### config.mk
export PLATFORM = sky130hd
export DESIGN_NAME = datapath_sequencer_flat
export DESIGN_NICKNAME = d
export VERILOG_FILES = /design/src/rtl/datapath_pkg.sv /design/src/rtl/datapath_sequencer_if.sv /design/src/rtl/instr_decoder.sv /design/src/rtl/datapath_sequencer.sv /design/src/flat_wrapper.sv
export SDC_FILE = /design/constraint.sdc
export NUM_CORES = 1
export LEC_CHECK = 0
export BUFFER_PORTS_ARGS = -buffer_cell sky130_fd_sc_hd__buf_2
export CORE_MARGIN = 4
export CORE_UTILIZATION = 48
export CTS_CLUSTER_DIAMETER = 40
export DETAILED_ROUTE_END_ITERATION = 7
export HOLD_SLACK_MARGIN = 0.03
export PLACE_DENSITY = 0.95
export SLEW_MARGIN = 20
export SYNTH_ARGS = -nofsm -noshare
export SYNTH_HDL_FRONTEND = slang
export SYNTH_SLANG_ARGS = --single-unit
export TNS_END_PERCENT = 10
### constraint.sdc
create_clock -name clk -period 3.1 [get_ports clk]
set_input_delay 0 -clock clk [delete_from_list [all_inputs] [get_ports clk]]
set_output_delay 0 -clock clk [all_outputs]
set_load 0.02 [all_outputs]
### src/rtl/datapath_pkg.sv
// Shared encodings for the datapath sequencer: instruction field positions,
// legal OP/EXT codes and the FSM state type.
package datapath_pkg;

  localparam int INSTR_W = 16;
  localparam int FIELD_W = 4;
  localparam int IMM8_W  = 8;

  localparam int OP_MSB  = 15;
  localparam int OP_LSB  = 12;
  localparam int RD_MSB  = 11;
  localparam int RD_LSB  = 8;
  localparam int EXT_MSB = 7;
  localparam int EXT_LSB = 4;
  localparam int RS_MSB  = 3;
  localparam int RS_LSB  = 0;
  localparam int IMM_MSB = 7;
  localparam int IMM_LSB = 0;

  // OP field: 0000 selects register form, anything else is immediate form
  localparam logic [3:0] OP_REG   = 4'b0000;
  localparam logic [3:0] OP_ANDI  = 4'b0001;
  localparam logic [3:0] OP_ORI   = 4'b0010;
  localparam logic [3:0] OP_XORI  = 4'b0011;
  localparam logic [3:0] OP_ADDI  = 4'b0101;
  localparam logic [3:0] OP_ADDUI = 4'b0110;
  localparam logic [3:0] OP_ADDCI = 4'b0111;
  localparam logic [3:0] OP_LSHI  = 4'b1000;
  localparam logic [3:0] OP_SUBI  = 4'b1001;
  localparam logic [3:0] OP_SUBCI = 4'b1010;
  localparam logic [3:0] OP_CMPI  = 4'b1011;
  localparam logic [3:0] OP_MOVI  = 4'b1101;

  // EXT field of register-form instructions
  localparam logic [3:0] EXT_AND  = 4'b0001;
  localparam logic [3:0] EXT_OR   = 4'b0010;
  localparam logic [3:0] EXT_XOR  = 4'b0011;
  localparam logic [3:0] EXT_LSH  = 4'b0100;
  localparam logic [3:0] EXT_ADD  = 4'b0101;
  localparam logic [3:0] EXT_ADDU = 4'b0110;
  localparam logic [3:0] EXT_ADDC = 4'b0111;
  localparam logic [3:0] EXT_SUB  = 4'b1001;
  localparam logic [3:0] EXT_SUBC = 4'b1010;
  localparam logic [3:0] EXT_CMP  = 4'b1011;
  localparam logic [3:0] EXT_MOV  = 4'b1101;

  typedef enum logic [1:0] {
    S_IDLE = 2'd0,
    S_EXEC = 2'd1,
    S_WB   = 2'd2
  } state_t;

endpackage

### src/rtl/datapath_sequencer_if.sv
// Instruction-fetch handshake between the fetch stage (master) and the
// datapath sequencer (slave).
interface datapath_sequencer_if;
  import datapath_pkg::*;

  logic [INSTR_W-1:0] instr;
  logic               instr_valid;
  logic               instr_ready;

  modport master (
    output instr,
    output instr_valid,
    input  instr_ready
  );

  modport slave (
    input  instr,
    input  instr_valid,
    output instr_ready
  );

endinterface

### src/rtl/instr_decoder.sv
// Purely combinational decode of the latched instruction into ALU opcode,
// B-mux select, extended immediate, legality and register-write intent.
module instr_decoder
  import datapath_pkg::*;
#(
  parameter int DATA_W = 16
) (
  input  logic [FIELD_W-1:0] op,
  input  logic [IMM8_W-1:0]  imm8,
  output logic [7:0]         op_code,
  output logic               use_imm,
  output logic [DATA_W-1:0]  immediate,
  output logic               is_legal,
  output logic               writes_rd
);

  function automatic logic [DATA_W-1:0] extend_imm(input logic [IMM8_W-1:0] v,
                                                   input logic zext);
    logic signed [IMM8_W-1:0] v_s;
    v_s = signed'(v);
    if (zext) return DATA_W'(v);
    else      return DATA_W'(v_s);
  endfunction

  logic [FIELD_W-1:0] ext;
  logic               reg_form;
  logic               zext;

  assign ext      = imm8[IMM8_W-1:IMM8_W-FIELD_W];
  assign reg_form = (op == OP_REG);
  // Logical immediates take the byte as an unsigned mask
  assign zext     = (op == OP_ANDI) || (op == OP_ORI) || (op == OP_XORI);

  always_comb begin
    op_code   = reg_form ? {4'b0000, ext} : {op, 4'b0000};
    use_imm   = !reg_form;
    immediate = reg_form ? '0 : extend_imm(imm8, zext);
    is_legal  = 1'b0;
    writes_rd = 1'b0;
    if (reg_form) begin
      case (ext)
        EXT_AND, EXT_OR, EXT_XOR, EXT_LSH, EXT_ADD, EXT_ADDU,
        EXT_ADDC, EXT_SUB, EXT_SUBC, EXT_MOV: begin
          is_legal  = 1'b1;
          writes_rd = 1'b1;
        end
        EXT_CMP: is_legal = 1'b1;
        default: is_legal = 1'b0;
      endcase
    end else begin
      case (op)
        OP_ANDI, OP_ORI, OP_XORI, OP_ADDI, OP_ADDUI, OP_ADDCI,
        OP_LSHI, OP_SUBI, OP_SUBCI, OP_MOVI: begin
          is_legal  = 1'b1;
          writes_rd = 1'b1;
        end
        OP_CMPI: is_legal = 1'b1;
        default: is_legal = 1'b0;
      endcase
    end
  end

endmodule

### src/rtl/datapath_sequencer.sv
// Three-state (IDLE/EXEC/WB) sequencer that latches one instruction and drives
// the regfile/ALU controls. Optional macro DATAPATH_SEQ_R0_ZERO_EN hard-wires r0.
module datapath_sequencer
  import datapath_pkg::*;
#(
  parameter int DATA_W   = 16,
  parameter int NUM_REGS = 16,
  localparam int SEL_W   = $clog2(NUM_REGS)
) (
  input  logic                clk,
  input  logic                reset,
  datapath_sequencer_if.slave bus,
  output logic [NUM_REGS-1:0] regEnable,
  output logic [SEL_W-1:0]    a_select,
  output logic [SEL_W-1:0]    b_select,
  output logic                use_imm,
  output logic [DATA_W-1:0]   immediate,
  output logic [7:0]          opCode,
  output logic                done,
  output logic                illegal
);

  state_t             state;
  state_t             state_next;
  logic [INSTR_W-1:0] ir;
  logic               ready;
  logic               is_legal;
  logic               writes_rd;
  logic               write_ok;
  logic [NUM_REGS-1:0] rd_onehot;

  instr_decoder #(
    .DATA_W (DATA_W)
  ) u_decoder (
    .op        (ir[OP_MSB:OP_LSB]),
    .imm8      (ir[IMM_MSB:IMM_LSB]),
    .op_code   (opCode),
    .use_imm   (use_imm),
    .immediate (immediate),
    .is_legal  (is_legal),
    .writes_rd (writes_rd)
  );

  assign a_select  = SEL_W'(ir[RD_MSB:RD_LSB]);
  assign b_select  = SEL_W'(ir[RS_MSB:RS_LSB]);
  assign rd_onehot = NUM_REGS'(1) << ir[RD_MSB:RD_LSB];

`ifdef DATAPATH_SEQ_R0_ZERO_EN
  assign write_ok = writes_rd && (ir[RD_MSB:RD_LSB] != '0);
`else
  assign write_ok = writes_rd;
`endif

  assign bus.instr_ready = ready;

  // Accept stage: IR captures the instruction on the handshake edge
  always_ff @(posedge clk or negedge reset) begin
    if (!reset) begin
      state <= S_IDLE;
      ir    <= '0;
    end else begin
      state <= state_next;
      if (state == S_IDLE && bus.instr_valid) ir <= bus.instr;
    end
  end

  // Controls are decoded from registered state only
  always_comb begin
    state_next = state;
    ready      = 1'b0;
    regEnable  = '0;
    done       = 1'b0;
    illegal    = 1'b0;
    case (state)
      S_IDLE: begin
        ready = 1'b1;
        if (bus.instr_valid) state_next = S_EXEC;
      end
      S_EXEC: begin
        if (is_legal) begin
          state_next = S_WB;
        end else begin
          illegal    = 1'b1;
          state_next = S_IDLE;
        end
      end
      S_WB: begin
        done       = 1'b1;
        state_next = S_IDLE;
        if (write_ok) regEnable = rd_onehot;
      end
      default: state_next = S_IDLE;
    endcase
  end

endmodule
### src/flat_wrapper.sv
// flat-port wrapper written by rule: the top's interface ports become plain ports
module datapath_sequencer_flat import datapath_pkg::*;
#(
  parameter int DATA_W   = 16,
  parameter int NUM_REGS = 16,
  localparam int SEL_W   = $clog2(NUM_REGS)
)
  (clk, reset, regEnable, a_select, b_select, use_imm, immediate, opCode, done, illegal, bus_instr, bus_instr_valid, bus_instr_ready);
  datapath_sequencer_if bus_i ();
  input  logic clk;
  input  logic reset;
  output logic [NUM_REGS-1:0] regEnable;
  output logic [SEL_W-1:0] a_select;
  output logic [SEL_W-1:0] b_select;
  output logic use_imm;
  output logic [DATA_W-1:0] immediate;
  output logic [7:0] opCode;
  output logic done;
  output logic illegal;
  input wire logic [$bits(bus_i.instr)-1:0] bus_instr;
  input wire logic [$bits(bus_i.instr_valid)-1:0] bus_instr_valid;
  output wire logic [$bits(bus_i.instr_ready)-1:0] bus_instr_ready;
  assign bus_i.instr = bus_instr;
  assign bus_i.instr_valid = bus_instr_valid;
  assign bus_instr_ready = bus_i.instr_ready;
  datapath_sequencer #(.DATA_W(DATA_W), .NUM_REGS(NUM_REGS)) u_core (.clk(clk), .reset(reset), .bus(bus_i), .regEnable(regEnable), .a_select(a_select), .b_select(b_select), .use_imm(use_imm), .immediate(immediate), .opCode(opCode), .done(done), .illegal(illegal));
endmodule
* After elaboration in Yosys (flattened, before gate mapping)
Index checks and enable logic that the tools add are counted.
** Storage, ports and cells
- Register bits after elaboration :: 18
- Input bits :: 19
- Output and inout port bits :: 52
- Word-level logic and storage cells :: 56
** Cells by class
- Equality and inequality tests :: 25
- Shifts and indexed selects :: 1
- Multiplexer cells :: 18
- Reductions and logical operators :: 10
** Operator list (number)
- $mux 16 :: 4
- $eq 4x4->1 const B :: 9
- $eq 4x3->1 const B :: 7
- $reduce_or 11->1 :: 2
- $reduce_or 10->1 :: 2
- $eq 4x2->1 const B :: 4
- $shl 1x4->16 const A :: 1
- $mux 1 :: 10
- $eq 4x1->1 const B :: 2
- $mux 8 :: 1
- $logic_not 4->1 :: 1
- $mux 2 :: 2
- $pmux 2 s2 :: 1
- $eq 2x1->1 const B :: 1
- $eq 2x2->1 const B :: 1
- $logic_not 2->1 :: 1
- $logic_or 1x1->1 :: 2
- $ne 2x2->1 const B :: 1
- $logic_and 1x1->1 :: 1
- $logic_not 1->1 :: 1

* Longest topological paths before layout
Gate-level depths: netlist (run 1).
- Word-level depth :: 6
- Depth in mapped cells :: 5
- Depth with buffers taken out :: 3

* Modules after synthesis
Synthesis (run 1) repeated with hierarchy kept, for this count alone.
** Second synthesis, totals
- Cell total of the unflattened synthesis :: 120
- Area, all modules :: 1234.9 sq um
** Modules (own cells, without submodules)
- datapath_sequencer :: times used 1, cells each 77, area each 954.7 sq um, seq. area each 450.4 sq um
- instr_decoder :: times used 1, cells each 43, area each 280.3 sq um, seq. area each 0.0 sq um

* Least setup slack after synthesis (run 1)
No wires, ideal clock.
- Path kind :: register to register
- From :: register u_core.state[0]
- To :: register u_core.ir[0]
- Setup time :: 0.125 ns
- Arrival :: 1.541 ns
- Data required time :: 2.975 ns
- Path slack :: 1.434 ns
- Stages on the path, launching flop included :: 6
- Buffers on the path :: 2
- Clock period less this slack :: 1.666 ns
- Cells stage by stage :: dfrtp_1 -> nor2_1 -> and2_1 -> buf_2 -> buf_6 -> mux2_2
** On the way
- Word-level cells in the longest chain between the ends :: 2
** RTL lines
- from (decl) :: line datapath_sequencer.sv:23 : state_t state;
- from (signal assigned) :: line datapath_sequencer.sv:62 : state <= state_next;
- $logic_not 2->1 :: line datapath_sequencer.sv:63 : if (state == S_IDLE && bus.instr_valid) ir <= bus.instr;
- $logic_and 1x1->1 :: line datapath_sequencer.sv:63
- to (signal assigned) :: line datapath_sequencer.sv:63
- to (decl) :: line datapath_sequencer.sv:25 : logic [INSTR_W-1:0] ir;
No other way between the ends.
A chain may end at the register's enable or synchronous reset.

* Worst setup path in the final report (run 1)
- From :: register u_core.ir[15]
- To :: output port regEnable[8]
** On the way
- Word-level cells in the longest chain between the ends :: 6
- Elaborated cells between the ends (all ways) :: 16
- Classes of those cells :: eq/ne: 10; mux: 4; reduce/logical: 2
** RTL lines
- $eq 4x1->1 (tied with other cells) :: line instr_decoder.sv:51 : case (op)
- $reduce_or 10->1 :: line instr_decoder.sv:51
- $mux 1 :: line instr_decoder.sv:51
- $mux 1 (*) :: line instr_decoder.sv:40 : if (reg_form) begin
- $mux 16 (*) :: line datapath_sequencer.sv:90 : if (write_ok) regEnable = rd_onehot;
- $mux 16 (*) :: line datapath_sequencer.sv:74 : case (state)
- to (decl) :: line flat_wrapper.sv:12 : output logic [NUM_REGS-1:0] regEnable;
Mark *: on every way between the ends. The rest lies on a longest branch, timed or not.

==> flow_summary.ini, run 1 <==
[grt]
antenna_found_initial = 0
groute.usage.overall_pct = 21.0
overflow = 0
grt_pass1_wl_um = 5580
grt_max_degree = 30
grt_pass1_vias = 1152

[clock_network]
htreeDepth = 1
clkSinkCount = 18
tritoncts = yes
hold_buffers = 17
cts-root-buf = clkbuf_4
clockBufferDepth = 2
cts_post_setup_buffers_inserted = 0
cts_made_buffers = 3
cts-resized-gates = 0
cts.clk_slew.worst_paths_ns = 0.10
clock_latency_ns = 0.30

[logic_synthesis]
synthAdderAreaFrac_pct = 0
synth_compound_gate_area_share_pct = 11.8
ys_types = 31
ys_seq_area_share_pct = 34.5
synthCells = 138
synth_area_mm2 = 0.00131
ys_warn_count = 0
synth_xor_area_share_pct = 0
muxShareOfSynthArea_pct = 13.8
synth_nets = 157
yosys_register_bits = 18
synth_top_family_by_area = simple AND/OR/NAND/NOR gates
avgSynthCellArea_um2 = 9.46
synthSimpleGateAreaFrac_pct = 25.1

[timing]
finalMaxSlewViolations = 0
skew_ns = 0.00411
slew_headroom_pct = 37.4
fin_tns_setup_ns = 0
final_hold_viol_count = 0
fmax_ghz = 0.484
min_period_over_period_pct = 66.6
fin_ws_ns = 1.04
worst_slew_pin_slew_ns = 0.935
rsz0062_at_grt = false
min_period_ns = 2.06
setup_violations = 0

[placed_design]
dp_hpwl_um = 2310
portBuffers = 70
placedCellCount = 209
gp_congestion = 0.815
post-place-ws_ns = 1.37

[floorplan]
die-area_mm2 = 0.00362
die_height_um = 60.1
initial_utilization_pct = 51.3
row_count = 18
io_pins = 71
dieWidth_um = 60.1
core_area_mm2 = 0.00254

[worst_setup_path]
cp_cell_sequence = and2b_2 > nor3_2 > a211oi_1 > buf_2
arrival_ns = 2.06
worst-path-max-fanout = 16
worstSetupPathType = flip-flop to output port
slowest_delay_ns = 0.71
timing.rr.start = u_core.state[0]
critPathBufInv = 1
crit_family = simple AND/OR/NAND/NOR gates
startpoint = u_core.ir[15]
endpoint_kind = output port
crit_slowest_cell = nor3_2
start_kind = flip-flop
critical_path_required_ns = 3.10

[power_and_ir_drop]
ir_worst_vdd_uv = 851
power_leakage_uw = 0.000827
power.density_mw_per_mm2 = 1060

[layout]
fin_util_pct = 67.2
drive_above_1_share_pct = 47.7
multi_input_area_um2 = 668
num-nets-final = 220
layout_common_cells = 70 x buf_2, 18 x dfrtp_1, 17 x dlygate4sd3_1
fill_cells = 211
area_growth_pct = 31.1
fin_cells = 229
seq_area_um2 = 450
diodes = 0
final_common_cell = buf_2

[routing]
detail_route.iter0.violations = 89
drtPass1Iterations = 4
drt-wirelength-per-cell_um = 15.3
ant_nets = 0
drc_errors = 0
routed_via_density = 5.23
route.final.wire_length_um = 3500
vias = 1197

[outcome]
status = finished, final reports clean

[min_path]
hp-class = primary input to async pin

[run]
max-cap-violations = 0
Yosys cell counts:
master         count  area share [%]
nand2_1           12             3.5
o21a_1             1            0.58
nand3_1            3             1.2
buf_6              1            0.86
nor2b_1           12             5.8
and2b_1            1            0.58
nor3b_2            1            0.96
nand2b_1           1            0.48
buf_2              4             1.5
nor4_1             1            0.48
nor2_1             3            0.86
mux2_2            16              14
or4_1              1            0.58
nand4_1            2            0.96
or3_1              1            0.48
buf_4             15             8.6
and2_1             5             2.4
inv_1              1            0.29
dfrtp_1           18              35
and2b_2            1            0.67
clkbuf_1           8             2.3
o31ai_4            1             1.6
dlygate4sd3_1      1            0.77
or3b_1             1            0.67
nor3_1             1            0.38
nor3b_1            2             1.2
clkbuf_2           1            0.38
nor3_2             1            0.77
a211oi_1          16             9.2
a21oi_1            1            0.38
and3b_1            5             3.4
logic make-up (layout without fill, tap and decap cells):
family	Yosys count	after routing
flops	18	18
buf+inv	31	92
compound gates	19	19
simple gates	54	54
mux	16	16
routing by layer:
| layer | wire length, um | global-route usage [%] | vias to the layer above | share of wire (%) |
|---|---|---|---|---|
| li1 | - | - | 588 | - |
| met1 | 1370 | 25.2 | 547 | 39 |
| met2 | 1750 | 35.3 | 57 | 50 |
| met3 | 313 | 5.18 | 5 | 9.0 |
| met4 | 61 | 9.18 | 0 | 1.7 |
| met5 | 0 | 0 | - | 0 |
worst reg2reg max path: stages, from the launching register on:
cell,delay (ns)
dfrtp_1,0.43
nor2_1,0.12
and2_1,0.63
mux2_2,0.42
sequential cells by signal, summed over array words and instances, names as in the netlist:
name	cells
u_core.ir	16
u_core.state	2
through the flow:
step,hold slack (ns),total power [uW],instance area (um^2)
3_5_place_dp,-0.0510,1670,1520
2_1_floorplan,-0.296,1510,1310
4_1_cts,0.158,1810,1710
6_report,0.170,1820,1710
3_3_place_gp,-0.0560,1640,1520
5_1_grt,0.222,1950,1710
path summary, 6_finish.rpt:
kind / cells after the start / slack (ns) / end
min reg2reg: 1 / 0.55 / u_core.ir[3]
max reg2reg: 3 / 1.38 / u_core.ir[1]
max: 4 / 1.04 / regEnable[8]
max in group asynchronous: 2 / 2.65 / u_core.ir[11]
min: 2 / 0.17 / u_core.ir[0]
min in group clk: 2 / 0.31 / u_core.state[0]
power by group:
part	internal, uW	switching [uW]	total, uW
Combinational	440	734	1170
Sequential	352	177	529
Clock	45.5	72.0	118
Total	837	983	1820
layout make-up:
type                    count  share of cell area, %
multi-input cells          89                   39.1
inverters                   1                  0.219
clock buffers               3                   1.32
flip-flops and latches     18                   26.3
repair buffers             88                   30.9
well taps                  30                   2.19
Power figures use the tool's default switching activity.
==> run 2: changes to the inputs <==
--- a/config.mk
+++ b/config.mk
@@ -7,11 +7,11 @@
 export LEC_CHECK = 0
 export BUFFER_PORTS_ARGS = -buffer_cell sky130_fd_sc_hd__buf_2
 export CORE_MARGIN = 4
-export CORE_UTILIZATION = 48
+export CORE_UTILIZATION = 40
 export CTS_CLUSTER_DIAMETER = 40
 export DETAILED_ROUTE_END_ITERATION = 7
 export HOLD_SLACK_MARGIN = 0.03
-export PLACE_DENSITY = 0.95
+export PLACE_DENSITY = 0.87
 export SLEW_MARGIN = 20
 export SYNTH_ARGS = -nofsm -noshare
 export SYNTH_HDL_FRONTEND = slang
==> constraint.sdc (replaced) <==
create_clock -name clk -period 1.88 [get_ports clk]
set_input_delay 0 -clock clk [delete_from_list [all_inputs] [get_ports clk]]
set_output_delay 0 -clock clk [all_outputs]
set_load 0.02 [all_outputs]
==> run 2 against run 1 <==
  * Combinational power is 75% higher
  * Critical path depth is the same
  * Sequential share of layout area is 1.2 points lower
  * Final cell count grew 7.9%
  * Routed wire length decreased by 8.5%
  * First-iteration DRC count rose by 71%
  * Hold slack got worse by 0.0013 ns
  * Die area increased by 17%
  * Via count grew 2.9%
  * Global-route usage fell by 5.3 points
  * Non-clock buffer count increased by 3
==> flow_summary.ini, run 2 (same netlist as run 1, synthesis figures left out) <==
[outcome]
status = finished, final reports clean

[floorplan]
initial_utilization_pct = 42.4
core_area_mm2 = 0.00308
die_height_um = 65.1
io_pins = 71
dieWidth_um = 65.1
row_count = 20
die-area_mm2 = 0.00424

[clock_network]
htreeDepth = 1
cts-root-buf = clkbuf_4
clockBufferDepth = 2
clkSinkCount = 18
tritoncts = yes
cts_made_buffers = 3
cts.clk_slew.worst_paths_ns = 0.10
clock_latency_ns = 0.29

[grt]
groute.usage.overall_pct = 15.8
grt_max_degree = 19
overflow = 0
antenna_found_initial = 0
grt_pass1_vias = 1161
met2_usage_pct = 27.3
grt_most_used_layer = met2
grt_pass1_wl_um = 5300
grtUsageMet3_pct = 2.56
gr-usage-met1_pct = 19.2

[worst_setup_path]
crit_family = simple AND/OR/NAND/NOR gates
slowest_delay_ns = 0.44
crit_slowest_cell = dfrtp_1
worst-path-max-fanout = 6
arrival_ns = 1.83
endpoint_kind = output port
worstSetupPathType = flip-flop to output port
critPathBufInv = 1
r2r_slack_ns = 0.35
start_kind = flip-flop
cp_cell_sequence = or3_1 > or4_4 > a21oi_2 > buf_4
critical_path_required_ns = 1.88
cp.depth = 4
reg2reg_depth = 3

[layout]
fin_cells = 247
final_common_cell = buf_2
reg_top3 = u_core.ir x16, u_core.state x2
largest_register = u_core.ir
drive_above_1_share_pct = 49.8
stdcell_area_mm2 = 0.00179
fin_util_pct = 58.3
num-nets-final = 223
diodes = 0
largest_reg_flops = 16
layout_common_cells = 69 x buf_2, 18 x dfrtp_1, 17 x dlygate4sd3_1
fill_cells = 267
area_growth_pct = 37.4

[timing]
fmax_ghz = 0.545
min_period_ns = 1.83
rsz0062_at_grt = true
min_period_over_period_pct = 97.6
fin_tns_setup_ns = 0
skew_ns = 0.00322
final_hold_viol_count = 0
slew_headroom_pct = 60.2
setup_violations = 0
finalMaxSlewViolations = 0
worst_slew_pin_slew_ns = 0.596

[routing]
drt-wirelength-per-cell_um = 13.0
route.final.wire_length_um = 3200
ant_nets = 0
drc_errors = 0
detail_route.iter0.violations = 152
vias = 1232
drtPass1Iterations = 4
routed_via_density = 4.99

[power_and_ir_drop]
power.density_mw_per_mm2 = 1750
power_leakage_uw = 0.000857
clkPwrFrac_pct = 7.5
power_switching_share_pct = 51.4
p_int_uw = 1530
fin_total_pwr_uw = 3150
power_frac_seq_pct = 27.4
p_switching_uw = 1620
power_frac_comb_pct = 65.0
ir_worst_vdd_uv = 1050

[placed_design]
portBuffers = 70
gp_congestion = 0.758
placedCellCount = 225
placed_area_mm2 = 0.00155
dp_hpwl_um = 2260

[run]
max-cap-violations = 0

[min_path]
hp-class = primary input to async pin
run 2: cell types whose count changed in the layout (fill, tap and decap cells not counted), sizes merged:
cell and change:
buf +3, clkbuf +1
run 2: final cells by class:
| class | instances | area [um^2] | area share (%) |
|---|---|---|---|
| tap | 44 | 55.1 | 3.07 |
| inverter | 1 | 3.75 | 0.209 |
| sequential | 18 | 450 | 25.1 |
| timing repair buffer | 91 | 566 | 31.5 |
| clock buffer | 4 | 36.3 | 2.02 |
| multi-input combinational | 89 | 682 | 38.0 |
run 2: metrics by stage:
| step | hold slack [ns] | worst slack (ns) |
|---|---|---|
| after global routing | 0.205 | -0.0492 |
| final | 0.169 | 0.0460 |
| after floorplan | -0.296 | 0.214 |
| after global placement | -0.0503 | 0.249 |
| after detailed placement | -0.0442 | 0.212 |
| after CTS | 0.153 | 0.00388 |
run 2: worst paths after layout:
path	from	to
min in group clk	bus_instr_valid	u_core.state[0]
worst min register to register	u_core.ir[3]	u_core.ir[3]
worst min-delay path	reset	u_core.ir[7]
worst max-delay path	u_core.ir[15]	illegal
worst max register to register	u_core.ir[15]	u_core.state[1]
max in group asynchronous	reset	u_core.state[0]
run 2: layer usage:
| metal | vias up | wire (um) |
|---|---|---|
| met2 | 57 | 1580 |
| met5 | - | 0 |
| li1 | 594 | - |
| met1 | 575 | 1310 |
| met3 | 6 | 245 |
| met4 | 0 | 66 |
run 2: power by group through the flow:
stage	clock [uW]	combinational, uW	sequential [uW]
CTS	255	1970	865
finish	237	2050	863
detailed placement	0	1900	874
floorplan	0	1760	736
global route	261	2190	919
global placement	0	1870	858
run 2: timing repair:
action / 4_1_cts / 5_1_grt
gates resized for setup: 4 / 0
setup endpoints to repair: 17 / 17
hold buffers: 17 / 0
setup buffers: 0 / 1
pin swaps: 0 / 1
hold endpoints to repair: 34 / 0
